--- config.mk ---
export PLATFORM = sky130hd
export DESIGN_NAME = hazard_ctrl
export DESIGN_NICKNAME = d
export VERILOG_FILES = /design/src/rtl/hazard_ctrl.sv
export SDC_FILE = /design/constraint.sdc
export NUM_CORES = 1
export LEC_CHECK = 0
export BUFFER_PORTS_ARGS = -buffer_cell sky130_fd_sc_hd__clkbuf_2
export CAP_MARGIN = 10
export CORE_ASPECT_RATIO = 0.8
export CORE_UTILIZATION = 52
export DETAILED_ROUTE_END_ITERATION = 8
export GPL_TIMING_DRIVEN = 0
export PLACE_DENSITY = 0.81
export SLEW_MARGIN = 25
export SYNTH_ARGS = -nofsm -noshare
export SYNTH_HDL_FRONTEND = slang
export SYNTH_SLANG_ARGS = --single-unit
--- constraint.sdc ---
create_clock -name clk -period 2.6 [get_ports clk]
set_input_delay 0.39 -clock clk [delete_from_list [all_inputs] [get_ports clk]]
set_output_delay 0.39 -clock clk [all_outputs]
set_load 0.01 [all_outputs]
--- src/rtl/hazard_ctrl.sv ---
// rtl/hazard_ctrl.sv - pipeline hazard controller: forwarding, load-use stall, branch flush, memory-wait FSM
//
// Ports:
//   clk, reset            single clock; synchronous active-low reset
//   rs1_d, rs2_d          Decode source registers
//   rs1_e, rs2_e, rd_e    Execute source/destination registers
//   result_src_e          Execute result select (2'b01 marks a load)
//   rd_m, reg_write_m     Memory-stage destination and write enable
//   rd_w, reg_write_w     Writeback destination and write enable
//   pc_src_e              taken branch/jump resolved in Execute
//   mem_req_m, mem_ready_m  data-memory access valid / completing this cycle
//   stall_f/d/e/m         hold PC, IF-ID, ID-EX, EX-MEM registers
//   flush_d/e/w           bubble IF-ID, ID-EX, MEM-WB registers
//   forward_a_e/b_e       ALU operand select: 00 regfile, 10 ALUResultM, 01 ResultW
//   stall_cnt, flush_cnt  saturating performance counters
//   mem_err               sticky memory-timeout flag
module hazard_ctrl #(
    parameter int REG_ADDR_WIDTH = 5,
    parameter int CNT_W          = 32,
    parameter int WAIT_MAX       = 255
) (
    input  logic                      clk,
    input  logic                      reset,
    input  logic [REG_ADDR_WIDTH-1:0] rs1_d,
    input  logic [REG_ADDR_WIDTH-1:0] rs2_d,
    input  logic [REG_ADDR_WIDTH-1:0] rs1_e,
    input  logic [REG_ADDR_WIDTH-1:0] rs2_e,
    input  logic [REG_ADDR_WIDTH-1:0] rd_e,
    input  logic [1:0]                result_src_e,
    input  logic [REG_ADDR_WIDTH-1:0] rd_m,
    input  logic                      reg_write_m,
    input  logic [REG_ADDR_WIDTH-1:0] rd_w,
    input  logic                      reg_write_w,
    input  logic                      pc_src_e,
    input  logic                      mem_req_m,
    input  logic                      mem_ready_m,
    output logic                      stall_f,
    output logic                      stall_d,
    output logic                      stall_e,
    output logic                      stall_m,
    output logic                      flush_d,
    output logic                      flush_e,
    output logic                      flush_w,
    output logic [1:0]                forward_a_e,
    output logic [1:0]                forward_b_e,
    output logic [CNT_W-1:0]          stall_cnt,
    output logic [CNT_W-1:0]          flush_cnt,
    output logic                      mem_err
);

    localparam logic [1:0] RESULT_MEM = 2'b01;
    localparam int         WAIT_W     = $clog2(WAIT_MAX + 1);
    // waitCnt holds the count of MEM_WAIT cycles already completed, so the
    // timeout fires in the WAIT_MAX-th MEM_WAIT cycle.
    localparam logic [WAIT_W-1:0] WAIT_LAST = WAIT_W'(WAIT_MAX - 1);

    typedef enum logic [1:0] {
        RUN,
        MEM_WAIT,
        ERROR
    } stateType;

    stateType              state;
    stateType              effState;
    logic [WAIT_W-1:0]     waitCnt;
    logic                  loadUse;
    logic                  memWait;
    localparam logic [REG_ADDR_WIDTH-1:0] X0 = '0;

    // Operand forwarding; Memory-stage match wins, x0 never forwards.
    always_comb begin
        forward_a_e = 2'b00;
        if (reg_write_m && rd_m == rs1_e && rs1_e != X0) begin
            forward_a_e = 2'b10;
        end else if (reg_write_w && rd_w == rs1_e && rs1_e != X0) begin
            forward_a_e = 2'b01;
        end

        forward_b_e = 2'b00;
        if (reg_write_m && rd_m == rs2_e && rs2_e != X0) begin
            forward_b_e = 2'b10;
        end else if (reg_write_w && rd_w == rs2_e && rs2_e != X0) begin
            forward_b_e = 2'b01;
        end
    end

    assign loadUse = (result_src_e == RESULT_MEM) && (rd_e != X0) &&
                     ((rd_e == rs1_d) || (rd_e == rs2_d));
    assign memWait = mem_req_m && !mem_ready_m;

    // While reset is held the outputs decode as if in RUN, whatever the
    // registered state still says.
    assign effState = reset ? state : RUN;

    always_comb begin
        stall_f = 1'b0;
        stall_d = 1'b0;
        stall_e = 1'b0;
        stall_m = 1'b0;
        flush_d = 1'b0;
        flush_e = 1'b0;
        flush_w = 1'b0;
        case (effState)
            RUN: begin
                if (memWait) begin
                    {stall_f, stall_d, stall_e, stall_m, flush_w} = 5'b11111;
                end else if (pc_src_e) begin
                    // Branch redirect beats a load-use stall in the same cycle.
                    flush_d = 1'b1;
                    flush_e = 1'b1;
                end else if (loadUse) begin
                    stall_f = 1'b1;
                    stall_d = 1'b1;
                    flush_e = 1'b1;
                end
            end
            MEM_WAIT: begin
                // The completing cycle releases the pipeline; branch and
                // load-use are evaluated once back in RUN.
                if (!mem_ready_m) begin
                    {stall_f, stall_d, stall_e, stall_m, flush_w} = 5'b11111;
                end
            end
            default: begin
                {stall_f, stall_d, stall_e, stall_m, flush_w} = 5'b11111;
            end
        endcase
    end

    always_ff @(posedge clk) begin
        if (!reset) begin
            state     <= RUN;
            waitCnt   <= '0;
            stall_cnt <= '0;
            flush_cnt <= '0;
            mem_err   <= 1'b0;
        end else begin
            case (state)
                RUN: begin
                    if (memWait) begin
                        state   <= MEM_WAIT;
                        waitCnt <= '0;
                    end
                end
                MEM_WAIT: begin
                    if (mem_ready_m) begin
                        state <= RUN;
                    end else begin
                        waitCnt <= waitCnt + WAIT_W'(1);
                        if (waitCnt >= WAIT_LAST) begin
                            state   <= ERROR;
                            mem_err <= 1'b1;
                        end
                    end
                end
                ERROR: begin
                    state <= ERROR;
                end
                default: begin
                    state <= RUN;
                end
            endcase

            if (stall_f && stall_cnt != '1) begin
                stall_cnt <= stall_cnt + CNT_W'(1);
            end
            // flush_d is only ever raised by a taken branch/jump.
            if (flush_d && flush_cnt != '1) begin
                flush_cnt <= flush_cnt + CNT_W'(1);
            end
        end
    end

endmodule

==> results.json <==
{
  "dieArea_um2": 8040,
  "hold_path_class": "in2reg",
  "ys_warn_count": 0,
  "cts_sinks": 75,
  "p_sw_mw": 0.551,
  "dr.pass1.iters": 5,
  "antenna_found_initial": 0,
  "cts-root-buf": "clkbuf_8",
  "post-cts-setup-buffers": 0,
  "period_share_pct": 92.5,
  "hold_violations": 0,
  "place_congestion": 0.838,
  "syn_nets": 529,
  "core_area_um2": 7430,
  "drt_wl_total_um": 9710,
  "holdBufCountCts": 0,
  "setup_viol": 0,
  "crit_path_start_kind": "primary input",
  "cap_violations": 0,
  "synth_cells": 481,
  "worstPathArrival_ps": 2010,
  "ys_types": 50,
  "clkPwrFrac_pct": 37.3,
  "worstHoldPathCells": 3,
  "detail_route.iter0.violations": 176,
  "rsz0062_at_grt": "false",
  "num_vias": 3843,
  "fin_cells": 719,
  "grt_max_degree": 17,
  "grt_pass1_vias": 3575,
  "final_util_pct": 65.9,
  "grt_pass1_wl_um": 16000,
  "synth-main-ff-cell": "dfxtp_1",
  "cts_buffers": 9,
  "cts_tree": "built",
  "crit_path_max_fanout": 16,
  "synth_enable_flop_cells": 0,
  "worstRegToRegCells": 9,
  "antenna_left": 0,
  "crit_type": "in2out",
  "via_per_inst": 5.34,
  "max-slew-margin-rel_pct": 45.0,
  "num_antenna_cells": 0,
  "grt.overflow.total": 0,
  "ys_async_sr_fraction_pct": 0,
  "period_needed_ps": 2400,
  "dp_cells": 704,
  "wl_per_cell_um": 13.5,
  "pwr-share-seq_pct": 53.2,
  "p_leak_nw": 1.98,
  "die_width_um": 100,
  "cp-end-kind": "output port",
  "cts_buffer_depth": 2,
  "clkSlewWorstSetupHoldPaths_ps": 70,
  "maxSlewViolCount": 0,
  "layout_commonest_cell": "clkbuf_2",
  "ios": 120,
  "finalNetCount": 657,
  "worstMarginPinSlew_ps": 818,
  "io_buffers": 118,
  "start_util_pct": 53.8,
  "postSynthAreaPerCell_um2": 8.31,
  "fmax_mhz": 416,
  "die_h_um": 80.4,
  "most-common-layout-cells": "clkbuf_2, dfxtp_1, nor2_1",
  "status": "completed",
  "cts_max_level": 3,
  "netlist_area_um2": 4000,
  "power.internal_mw": 1.64,
  "ys_ff_latch": 75,
  "holdWs_ps": 407,
  "synth_seq_area_share_pct": 37.6,
  "irDropWorstVdd_v": 0.000343,
  "grt_usage_pct": 25.2,
  "drive_gt1_share_pct": 25.6,
  "required_ps": 2210,
  "pwr-share-comb_pct": 9.5,
  "p_per_area_nw_per_um2": 447,
  "switching_share_pct": 25.2,
  "finalClockSkew_ps": 6.84,
  "syn_to_final_growth_pct": 22.5,
  "rows": 28,
  "clk_latency_ps": 350,
  "place_hpwl_um": 7310,
  "route.detailed.drc": 0
}
sequential cells by signal, indices dropped and copies added, names as in the netlist:
name       count
waitCnt        8
flush_cnt     32
mem_err        1
state          2
stall_cnt     32
kinds of logic after synthesis:
kind of cell | count (synthesis) | share of synthesized area, %
AOI/OAI and AO/OA | 44 | 7.11
xor gates and xnor gates | 84 | 18.4
adders and majority gates | 4 | 1.25
buffers and inverters | 27 | 3.23
DFF | 75 | 37.6
muxes | 2 | 0.501
and+or+nand+nor | 245 | 31.9
layer usage:
metal  part of all wire (%)  vias up  track usage [%]
met3                    5.6       19             5.74
met2                     47      117             42.1
met4                    2.1        0             10.1
met5                      0        -                0
met1                     45     1776             31.6
li1                       -     1931                -
power by group through the flow:
| stage | Sequential (mW) | Combinational, mW | Clock [mW] |
|---|---|---|---|
| 2_1_floorplan | 1.19 | 0.116 | 0 |
| 3_3_place_gp | 1.19 | 0.202 | 0 |
| 3_5_place_dp | 1.19 | 0.208 | 0 |
| 4_1_cts | 1.16 | 0.207 | 0.833 |
| 5_1_grt | 1.16 | 0.230 | 0.872 |
| 6_report | 1.16 | 0.208 | 0.815 |
worst max-delay path, cell delays in order:
cell	delay, ps
clkbuf_2	110
or4_1	520
o21ai_1	180
nand3b_1	130
o21ba_2	120
clkbuf_4	240
inv_1	80
buf_4	130
clkbuf_2	110
worst paths after layout:
check	from	slack (ps)	end
worst min-delay path	reset	410	stall_cnt[24]
worst max register to register	stall_cnt[2]	230	stall_cnt[26]
worst min register to register	stall_cnt[21]	490	stall_cnt[21]
worst max-delay path	rd_e[1]	200	stall_f
synth_stat cells (5+ instances only):
cell	number	area share (%)
and4_1	6	1.3
nor3_1	14	1.8
clkbuf_1	8	0.75
a21oi_1	18	2.3
nor2_1	68	6.4
inv_1	7	0.66
or3_1	10	1.6
dfxtp_1	75	38
nand3_1	33	4.1
and3_1	15	2.3
o21ai_0	11	1.4
nand4_1	21	3.3
xnor2_1	40	8.8
nand2_1	39	3.7
xor2_1	44	9.6
nor4_1	10	1.6
buf_2	7	0.88
and2_1	5	0.78
layout make-up:
cell class / count / area [um2]
Timing Repair Buffer: 118 / 591
Fill cell: 654 / 2530
Clock inverter: 5 / 27.5
Inverter: 7 / 26.3
Tap cell: 105 / 131
Clock buffer: 11 / 151
Sequential cell: 75 / 1500
Buffer: 19 / 101
Multi-Input combinational cell: 379 / 2360
metrics by stage:
stage / cell area (um2) / setup slack (ps) / power [mW] / TNS, ps
after floorplan: 4000 / 255 / 1.31 / 0
after global placement: 4720 / 31.7 / 1.39 / 0
after detailed placement: 4720 / -9.68 / 1.40 / -9.68
after global routing: 4890 / 49.6 / 2.27 / 0
after CTS: 4890 / 107 / 2.20 / 0
final: 4890 / 195 / 2.19 / 0
repair_timing:
action | in CTS | in global routing
gates cloned | 0 | 0
endpoints found under the hold margin | 0 | 0
setup endpoints to repair | 1 | 3
gates resized for setup | 1 | 3
No activity file was read; power rests on OpenSTA's default activity.
